[config.mk]
export PLATFORM = sky130hd
export DESIGN_NAME = rx_symbol_slicer
export DESIGN_NICKNAME = d
export VERILOG_FILES = /design/src/rtl/rx_symbol_slicer.sv
export SDC_FILE = /design/constraint.sdc
export NUM_CORES = 1
export LEC_CHECK = 0
export CAP_MARGIN = 20
export CORE_ASPECT_RATIO = 0.8
export CORE_MARGIN = 8
export CORE_UTILIZATION = 60
export DETAILED_ROUTE_END_ITERATION = 10
export PLACE_DENSITY = 0.78
export SKIP_LAST_GASP = 1
export SYNTH_ARGS = -nofsm -noshare
export SYNTH_HDL_FRONTEND = slang
export SYNTH_SLANG_ARGS = --single-unit
[constraint.sdc]
create_clock -name clk -period 14.3 [get_ports clk]
set_clock_uncertainty 0.05 [all_clocks]
set_input_delay 2.145 -clock clk [delete_from_list [all_inputs] [get_ports clk]]
set_output_delay 2.145 -clock clk [all_outputs]
set_load 0.02 [all_outputs]
[src/rtl/rx_symbol_slicer.sv]
// rx_symbol_slicer: symbol-rate PAM-4 slicer with adaptive reference level and windowed MSE
module rx_symbol_slicer #(
  parameter int LOG2_WIN = 10,
  parameter logic [17:0] REF_INIT = 18'd32768
) (
  input  logic        clk,
  input  logic        reset,
  input  logic        clk_en,
  input  logic        sym_en,
  input  logic [17:0] x_in,
  output logic [1:0]  sym_out,
  output logic        sym_valid,
  output logic [17:0] err,
  output logic [17:0] ref_level,
  output logic [17:0] mse,
  output logic        stats_valid
);
  localparam int AW = 18 + LOG2_WIN;
  localparam int QW = 36 + LOG2_WIN;
  logic signed [17:0] x_s;
  logic v0, v2;
  logic [17:0] a, a1, a2;
  logic neg, outer;
  logic [18:0] lvl_d, lvl_o, lvl;
  logic signed [19:0] lvl_s, e_w;
  logic signed [17:0] e_sat;
  logic signed [35:0] sq;
  logic [35:0] q;
  logic [AW-1:0] acc_a, sum_a;
  logic [QW-1:0] acc_q, sum_q;
  logic [LOG2_WIN-1:0] cnt;
  // magnitude, decision thresholds, saturated error, square and running sums
  always_comb begin
    neg   = x_s[17];
    a     = neg ? ((~|x_s[16:0]) ? 18'd131071 : 18'(-x_s)) : 18'(x_s);
    lvl_d = {1'b0, ref_level} >> 1;
    lvl_o = {1'b0, ref_level} + lvl_d;
    outer = a >= ref_level;
    lvl   = outer ? lvl_o : lvl_d;
    lvl_s = neg ? -$signed({1'b0, lvl}) : $signed({1'b0, lvl});
    e_w   = $signed({{2{x_s[17]}}, x_s}) - lvl_s;
    e_sat = (e_w > 20'sd131071) ? 18'sd131071 : (e_w < -20'sd131072) ? -18'sd131072 : e_w[17:0];
    sq    = 36'($signed(err)) * 36'($signed(err));
    sum_a = acc_a + AW'(a2);
    sum_q = acc_q + QW'(q);
  end
  // capture the matched-filter sample on a qualified symbol strobe
  always_ff @(posedge clk) begin
    if (reset) begin
      x_s <= '0;
      v0  <= 1'b0;
    end else begin
      v0 <= clk_en & sym_en;
      if (clk_en & sym_en) x_s <= x_in;
    end
  end
  // register decision and error; carry magnitude forward for averaging
  always_ff @(posedge clk) begin
    if (reset) begin
      sym_out   <= '0;
      err       <= '0;
      sym_valid <= 1'b0;
      a1        <= '0;
    end else begin
      sym_valid <= v0;
      if (v0) begin
        sym_out <= {~neg, outer ^ neg};
        err     <= e_sat;
        a1      <= a;
      end
    end
  end
  // square the registered error
  always_ff @(posedge clk) begin
    if (reset) begin
      q  <= '0;
      a2 <= '0;
      v2 <= 1'b0;
    end else begin
      v2 <= sym_valid;
      if (sym_valid) begin
        q  <= 36'(sq);
        a2 <= a1;
      end
    end
  end
  // accumulate over the window and publish reference level and MSE at its close
  always_ff @(posedge clk) begin
    if (reset) begin
      acc_a       <= '0;
      acc_q       <= '0;
      cnt         <= '0;
      ref_level   <= REF_INIT;
      mse         <= '0;
      stats_valid <= 1'b0;
    end else begin
      stats_valid <= v2 && (cnt == '1);
      if (v2) begin
        if (cnt == '1) begin
          ref_level <= 18'(sum_a >> LOG2_WIN);
          mse       <= 18'(sum_q >> (LOG2_WIN + 18));
          acc_a     <= '0;
          acc_q     <= '0;
          cnt       <= '0;
        end else begin
          acc_a <= sum_a;
          acc_q <= sum_q;
          cnt   <= cnt + LOG2_WIN'(1);
        end
      end
    end
  end
endmodule

Word level (Yosys, flattened, before mapping)
Cells that the tools add are included.
- add/sub/neg operators: 7
- multipliers: 1
- div/mod/pow operators: 0
- magnitude comparators: 3
- equality and inequality tests: 1
- shift operators: 0
- multiplexer cells: 9
- bitwise logic cells: 3
- reductions and logical operators: 3
- operators by type and width (cell ; number):
    18-bit two-way mux ; 4
    46-bit by 36-bit adder with 46-bit output ; 1
    46-bit two-way mux ; 1
    18-bit by 18-bit multiplier with 36-bit output ; 1
    28-bit by 18-bit adder with 28-bit output ; 1
    28-bit two-way mux ; 1
    20-bit by 18-bit greater-than comparator with 1-bit output (second input constant) ; 1
    20-bit by 18-bit less-than comparator with 1-bit output (second input constant) ; 1
    20-bit two-way mux ; 1
    19-bit negator with 20-bit output ; 1
    18-bit by 20-bit subtractor with 20-bit output ; 1
    18-bit by 17-bit adder with 19-bit output ; 1
    19-bit two-way mux ; 1
    18-bit >= comparator ; 1
    18-bit negator ; 1
    17-bit OR reduction ; 1
    10-bit by 1-bit adder with 10-bit output (second input constant) ; 1
    10-bit equality test (second input constant) ; 1
    10-bit two-way mux ; 1
    2-bit AND reduction ; 1
    1-bit bitwise AND ; 1
    1-bit logical AND ; 1
    1-bit inverter ; 1
    1-bit bitwise XOR ; 1
- bits in registers: 234
- latch bits: 0
- RAM bits: 0
- memory bits (read-only): 0
- input bits: 22
- memories kept: 0

Logic depth before layout (Yosys ltp)
Gate-level depths: netlist of the first run.
- word-level depth: 11
- depth in mapped cells: 41
- depth with buffers taken out: 35

Worst setup path before layout of the first run
No wires, ideal clock.
- path kind: register -> register
- start: reg x_s[7]
- end: reg err[16]
- arrival: 7.102 ns
- data required time: 14.164 ns
- slack: 7.062 ns
- stages on the path, launching flop included: 36
- buffers on the path: 6
- period minus slack after synthesis: 7.238 ns
- cells stage by stage: dfxtp_1 > or4_1 > nor3_1 > nand2_1 > or3_1 > clkbuf_1 > clkbuf_1 > nand2_1 > ha_1 > a21o_1 > a21o_1 > a221oi_1 > o21ai_0 > and2_1 > clkbuf_1 > clkbuf_1 > buf_1 > nor2_1 > a21o_1 > inv_1 > ha_1 > nand2b_1 > xnor2_1 > ha_1 > nor2b_1 > o31a_1 > a21oi_1 > a211o_1 > nand4_1 > a21o_1 > a211oi_1 > xor2_1 > o22ai_1 > clkbuf_1 > o21ai_0 > a221oi_2
- word-level cells in the longest chain between the ends: 11
- elaborated cells on any way between the ends: 13
- classes of those cells: 3 x add/sub; 3 x order compare; 6 x mux; 1 x reduce/logical
- RTL lines (item ; line ; text):
    start, declared ; 20 ; logic signed [17:0] x_s;
    start signal, assigned ; 54 ; if (clk_en & sym_en) x_s <= x_in;
    18-bit negator or 17-bit OR reduction (tied branches) ; 35 ; a = neg ? ((~|x_s[16:0]) ? 18'd131071 : 18'(-x_s)) : 18'(x_s);
    18-bit two-way mux ; 35 ;
    18-bit two-way mux (*) ; 35 ;
    named net a[7] ; 22 ; logic [17:0] a, a1, a2;
    18-bit >= comparator (*) ; 38 ; outer = a >= ref_level;
    19-bit two-way mux (*) ; 39 ; lvl = outer ? lvl_o : lvl_d;
    19-bit negator with 20-bit output ; 40 ; lvl_s = neg ? -$signed({1'b0, lvl}) : $signed({1'b0, lvl});
    20-bit two-way mux (*) ; 40 ;
    18-bit by 20-bit subtractor with 20-bit output (*) ; 41 ; e_w = $signed({{2{x_s[17]}}, x_s}) - lvl_s;
    20-bit by 18-bit less-than comparator with 1-bit output ; 42 ; e_sat = (e_w > 20'sd131071) ? 18'sd131071 : (e_w < -20'sd131072) ? -18'sd131072 : e_w[17:0];
    18-bit two-way mux ; 42 ;
    18-bit two-way mux (*) ; 42 ;
    end signal, assigned ; 68 ; err <= e_sat;
    end, declared ; 13 ; output logic [17:0] err,
Mark *: on every way through the listed nets, which the timed path passes. The rest lies on a longest branch.
A chain may end at the register's enable or synchronous reset.

Worst setup path in the final report of the first run
- start: reg x_s[2]
- end: reg err[2]
- word-level cells in the longest chain between the ends: 11
- elaborated cells on any way between the ends: 13
- classes of those cells: 3 x add/sub; 3 x order compare; 6 x mux; 1 x reduce/logical
- RTL lines (item ; line):
    18-bit negator or 17-bit OR reduction (tied branches) ; 35
    18-bit two-way mux (2 in a row) ; 35
    18-bit >= comparator ; 38
    19-bit two-way mux ; 39
    19-bit negator with 20-bit output ; 40
    20-bit two-way mux ; 40
    18-bit by 20-bit subtractor with 20-bit output (*) ; 41
    20-bit by 18-bit less-than comparator with 1-bit output ; 42
    18-bit two-way mux ; 42
    18-bit two-way mux (*) ; 42
Every way passes the cells marked *; elsewhere a longest branch is shown, timed or not.

==> metrics.txt, run 1 <==
DR iter-0 viols=1398; # port buffers=79; clock root cell=clkbuf_16; worst reg2reg path depth=36; drt wl/cell=18.9 um; global-route wire length before repair=110 mm; Crit. End Element=register; asr flop ratio synth=0; Cell variety after synth=85; die area=0.0492 sq mm; final hold vios=0; global route total overflow=0; RSZ-0062 raised after global routing=false; Die Wd=246 um; crit-path max FO=32; GPL Wtd Cong=0.942; Cell Int Power=0.00129 W; CTS tree=yes; Skew-Pair Late Insertion Delay=0.54 ns; layout cells sized above 1=0.0362; synth cell count leaders=inv_1 (446), fa_1 (300), nand2_1 (253); Die Y=200 um; Final Cycle Share=0.583; Rows=67; Post-synth EDFFs=0; # setup viols final=0; clock share of power=0.375; H-tree levels=1; post-CTS sizing=0; FILL cells=3402; f_max=120 MHz; max_cap viols=0; CTS Hold Bufs=0; Slew headroom=0.248; P_sw=0.000600 W; overall routing resource usage=0.274; Avg Inst Size Synth=8.58 sq um; antenna violations before repair=0; worst IR drop on VDD=0.0624 mV; arrival time at the worst endpoint=8.71 ns; Combinational Power Share=0.264; # IOs=80; Final min period=8.33 ns; cell accounting for the most synthesized area=fa_1; clock sink count=233; Worst-Margin Slew=1.13 ns; maximum buffer depth of the clock tree=3; CTS buffer count=23; net count after synthesis=3496; critical path type=register to register; Hold Crit Class=register to register; part of the power in registers=0.360; top-count cell post-synth=inv_1; Via density=5.92; top cell type's share of synthesized area=0.237; WL final=66.8 mm; Setup TNS=0 ns; FF+latch count, synth=233; vias=20.9k; met3 usage=0.0430; met1 usage=0.367; critical path's slowest cell=xor2_2; met2 usage in global routing=0.453; top post-synthesis cells by area=fa_1 (24%), dfxtp_1 (18%), ha_1 (11%); vias in the first global route=21.6k; Worst Path Required=14.68 ns; P per Cell Area=69.0 mW/mm^2; drt drc=0; cells after synthesis=2960; run status=complete, no violations; switching share of power=0.317; remaining antenna violation count=0; post-synthesis sequential area ratio=0.184; layer with the highest usage=met2; max-slew violations=0; nets@finish=3503; post-CTS setup buffer count=0; synthesized area=0.0254 sq mm; Setup crit start kind=register; Hold Path Stages=2; ys flop type=dfxtp_1; starting density of the core=0.607; area delta synth->final=8.18%; Crit path largest cell delay=0.67 ns; Clock transition at path regs=0.07 ns; core area=0.0418 sq mm; HPWL after detailed placement=52.1 mm; largest net degree at the start of global routing=124; Leakage=13.4 nW; drt first pass iters=5; YS warnings=0; Power, Total=0.00189 W; antenna diode count=0
==> power by group through the flow <==
stage / Clock (W) / Sequential [W] / Combinational [W]
after global routing: 0.000742 / 0.000684 / 0.000558
after floorplan: 0 / 0.000690 / 0.000365
after detailed placement: 0 / 0.000696 / 0.000495
final: 0.000711 / 0.000682 / 0.000501
after CTS: 0.000719 / 0.000681 / 0.000499
after global placement: 0 / 0.000695 / 0.000481
==> metal layers <==
metal	share of wire	wire length, um	vias to the layer above
li1	-	-	9799
met1	0.43	28800	10300
met2	0.47	31100	697
met4	0.033	2190	0
met3	0.071	4730	155
met5	0	0	-
==> registers in the layout, indices dropped and copies added, names as in the netlist <==
name         count
acc_q           46
q               35
acc_a           28
a1              18
a2              18
err             18
mse             18
ref_level       18
x_s             18
cnt             10
sym_out          2
stats_valid      1
sym_valid        1
v0               1
v2               1
==> cell usage in the layout (no fill, tap or decap), types with 14 or more instances in the layout <==
cell type	n
mux2i_1	47
and2_1	76
o21a_1	21
nand2b_1	32
nand3_1	42
a21oi_1	188
xor2_1	71
a211oi_1	19
a311oi_1	14
dfxtp_1	231
buf_4	25
xnor2_1	91
a31oi_1	17
nor3_1	30
o21ai_0	119
a21o_1	69
a22o_1	15
a22oi_1	24
inv_1	446
clkdlybuf4s50_1	78
and3_1	28
nand2_1	253
nand4_1	21
fa_1	300
nor2_1	225
or3_1	20
o21bai_1	16
ha_1	214
nor2b_1	31
clkbuf_16	23
==> logic make-up (layout without fill, tap and decap cells) <==
logic type | count (synthesis) | in the layout | share of synthesized area
compound gates | 629 | 629 | 0.163
xor+xnor | 163 | 163 | 0.0565
fa+ha+maj | 514 | 514 | 0.342
buf+inv | 570 | 592 | 0.0850
flops | 233 | 233 | 0.184
mux | 48 | 48 | 0.0190
simple gates | 803 | 803 | 0.150
==> through the flow <==
step / cells / util / setup slack, ns / area, sq um / hold slack, ns
after detailed placement: 3493 / 0.635 / 6.04 / 26600 / 0.398
after global placement: 3493 / 0.635 / 6.32 / 26600 / 0.389
after CTS: 3533 / 0.656 / 6.01 / 27500 / 0.414
after global routing: 3534 / 0.657 / 5.07 / 27500 / 0.436
after floorplan: 2960 / - / 7.06 / 25400 / 0.379
final: 3534 / 0.657 / 5.97 / 27500 / 0.414
==> area by class of cell <==
type	count	area (sq um)	share of cell area
inverters	448	1680	0.0612
flip-flops and latches	233	4670	0.170
well taps	552	691	0.0251
clock buffers	28	634	0.0231
repair buffers	104	980	0.0357
multi-input cells	2157	18600	0.676
clock inverters	12	241	0.00879
==> path summary, 6_finish.rpt <==
path                                 from         to  slack, ns
worst max-delay path               x_s[2]     err[2]       5.97
worst min-delay path            acc_q[32]  acc_q[32]       0.41
worst max register to register     x_s[2]     err[2]       5.97
worst min register to register  acc_q[32]  acc_q[32]       0.41
==> critical path, delay by kind of cell (launching register included) <==
kind | cells | cell delay, ns
XOR/XNOR | 1 | 0.67
AO/OA/AOI/OAI | 14 | 3.39
AND/OR/NAND/NOR | 14 | 2.32
flip-flops | 1 | 0.38
adder cells (fa/ha/maj) | 3 | 0.79
buffers and inverters | 4 | 0.60
Note: power is estimated with default switching activity, not from simulation.
==> inputs of run 2 (changes only) <==
==> constraint.sdc (replaced) <==
create_clock -name clk -period 8.4 [get_ports clk]
set_clock_uncertainty 0.05 [all_clocks]
set_input_delay 1.26 -clock clk [delete_from_list [all_inputs] [get_ports clk]]
set_output_delay 1.26 -clock clk [all_outputs]
set_load 0.02 [all_outputs]
==> metrics.txt, run 2 (synthesis results as in run 1) <==
run status=complete, no violations; drt drc=0 (unchanged); layout cells sized above 1=0.0375 (+0.00129); critical path type=register to register; largest net degree at the start of global routing=92 (-26%); met1 usage=0.377 (+0.00972); P_sw=0.00106 W (+77%); clock share of power=0.355 (-0.020); met3 usage=0.0447 (+0.00173); drt first pass iters=6 (+1); Via density=5.93 (+0.14%); max_cap viols=0 (unchanged); Power, Total=0.00315 W (+66%); drt wl/cell=19.2 um (+1.6%); clock sink count=233 (unchanged); Hold Crit Class=register to register; most frequent cells in the layout=inv_1 (446), fa_1 (300), nand2_1 (253); Largest Register=acc_q; Setup TNS=0 ns (unchanged); HPWL after detailed placement=52.8 mm (+1.4%); switching share of power=0.336 (+0.0194); # port buffers=79 (unchanged); H-tree levels=1 (unchanged); part of the power in registers=0.372 (+0.012); area delta synth->final=8.05%; worst IR drop on VDD=0.124 mV (+99%); Cell Int Power=0.00209 W (+62%); RSZ-0062 raised after global routing=false; Final Cycle Share=0.933 (+0.351); CTS Hold Bufs=0 (unchanged); Slew headroom=0.228 (-0.0195); FILL cells=3460 (+1.7%); Placed Instances=3494 (+0.029%); PnR worst setup slack=0.561 ns (-5.41 ns); # IOs=80 (unchanged); Die Y=200 um (unchanged); antenna diode count=0 (unchanged); Largest register FFs=46 (unchanged); Largest regs=acc_q x46, q x35, acc_a x28; Combinational Power Share=0.273 (+0.009); Rows=67 (unchanged); die area=0.0492 sq mm (unchanged); Skew-Pair Late Insertion Delay=0.55 ns (about the same); starting density of the core=0.607 (unchanged); Final Non-Filler Cells=3538 (+0.11%); crit-path max FO=17 (-47%); nets@finish=3505 (+0.057%); Final min period=7.84 ns (-0.493 ns); overall routing resource usage=0.276 (+0.00197); DR iter-0 viols=1613 (+15%); Clock transition at path regs=0.07 ns (about the same); WL final=68.0 mm (+1.7%); Leakage=13.3 nW (-0.19%); vias in the first global route=21.5k (-0.33%); Die Wd=246 um (unchanged); CTS buffer count=24 (+4.3%); WHS=0.417 ns (+0.00313 ns); global-route wire length before repair=111 mm (+0.65%); vias=21.0k (+0.25%); remaining antenna violation count=0 (unchanged); maximum buffer depth of the clock tree=3 (unchanged); core area=0.0418 sq mm (unchanged); arrival time at the worst endpoint=8.27 ns (-0.44 ns); layer with the highest usage=met2; Crit. End Element=register; met2 usage in global routing=0.451 (-0.00245); dpl ws=0.312 ns (-5.73 ns); # setup viols final=0 (unchanged); commonest non-fill, non-tap cell in the layout=inv_1; antenna violations before repair=2 (+2); max-slew violations=0 (unchanged); P per Cell Area=115 mW/mm^2 (+67%); global route total overflow=0 (unchanged); Setup crit start kind=register; Worst-Margin Slew=1.16 ns (+0.0292 ns); final hold vios=0 (unchanged); clock root cell=clkbuf_16; CTS tree=yes; f_max=128 MHz (+6.3%); Worst Path Required=8.83 ns (-5.85 ns); GPL Wtd Cong=0.943 (about the same)
-- run 2: cell count changes in the layout (fill, tap and decap cells not counted), sizes merged --
cell / previous run / this run
clkinvlp: 1 / 3
clkbuf: 28 / 32
inv: 447 / 448
clkinv: 5 / 6
bufinv: 7 / 2
buf: 26 / 27
-- run 2: layer usage --
layer	share of wire	wire length (um)	vias to the layer above
met3	0.076	5190	145
met4	0.030	2020	2
met2	0.46	31200	765
li1	-	-	9815
met1	0.44	29600	10200
met5	0.00018	12	-
-- run 2: power by group through the flow --
| stage | sequential, W | combinational [W] | clock (W) |
|---|---|---|---|
| 2_1_floorplan | 0.00117 | 0.000621 | 0 |
| 3_3_place_gp | 0.00120 | 0.000817 | 0 |
| 3_5_place_dp | 0.00120 | 0.000846 | 0 |
| 4_1_cts | 0.00117 | 0.000852 | 0.00113 |
| 5_1_grt | 0.00117 | 0.000953 | 0.00118 |
| 6_report | 0.00117 | 0.000862 | 0.00112 |
-- run 2: worst max-delay path, stage by stage (launching register included) --
cell	delay, ns
dfxtp_1	0.97
inv_1	0.56
nor2_1	0.48
fa_1	0.51
fa_1	0.52
inv_1	0.05
fa_1	0.48
inv_1	0.05
fa_1	0.52
inv_1	0.05
fa_1	0.53
inv_1	0.05
fa_1	0.48
ha_1	0.37
nand4_1	0.12
a2111oi_0	0.64
nor3_1	0.23
o211ai_1	0.37
o31ai_1	0.13
a2111oi_0	0.43
a311o_1	0.16
-- run 2: what timing repair did --
action	CTS	global route
buffers inserted	0	1
gates resized for setup	0	3
endpoints found under the setup margin	0	18
-- run 2: metrics by stage --
stage | util | area [sq um]
floorplan | - | 25400
global placement | 0.636 | 26600
detailed placement | 0.636 | 26600
CTS | 0.655 | 27400
global route | 0.656 | 27400
finish | 0.656 | 27400
-- run 2: worst paths after layout --
path,to,startpoint,cells past startpoint,slack [ns]
worst max-delay path,q[33],err[6],20,0.56
worst min-delay path,mse[15],mse[15],2,0.42
worst max register to register,q[33],err[6],20,0.56
worst min register to register,mse[15],mse[15],2,0.42
-- run 2: area by class of cell --
type                    instances  area, sq um  area share
clock inverters                11          134     0.00488
inverters                     448         1680      0.0613
repair buffers                105         1000      0.0364
flip-flops and latches        233         4670       0.170
well taps                     552          691      0.0252
clock buffers                  32          681      0.0248
multi-input cells            2157        18600       0.677
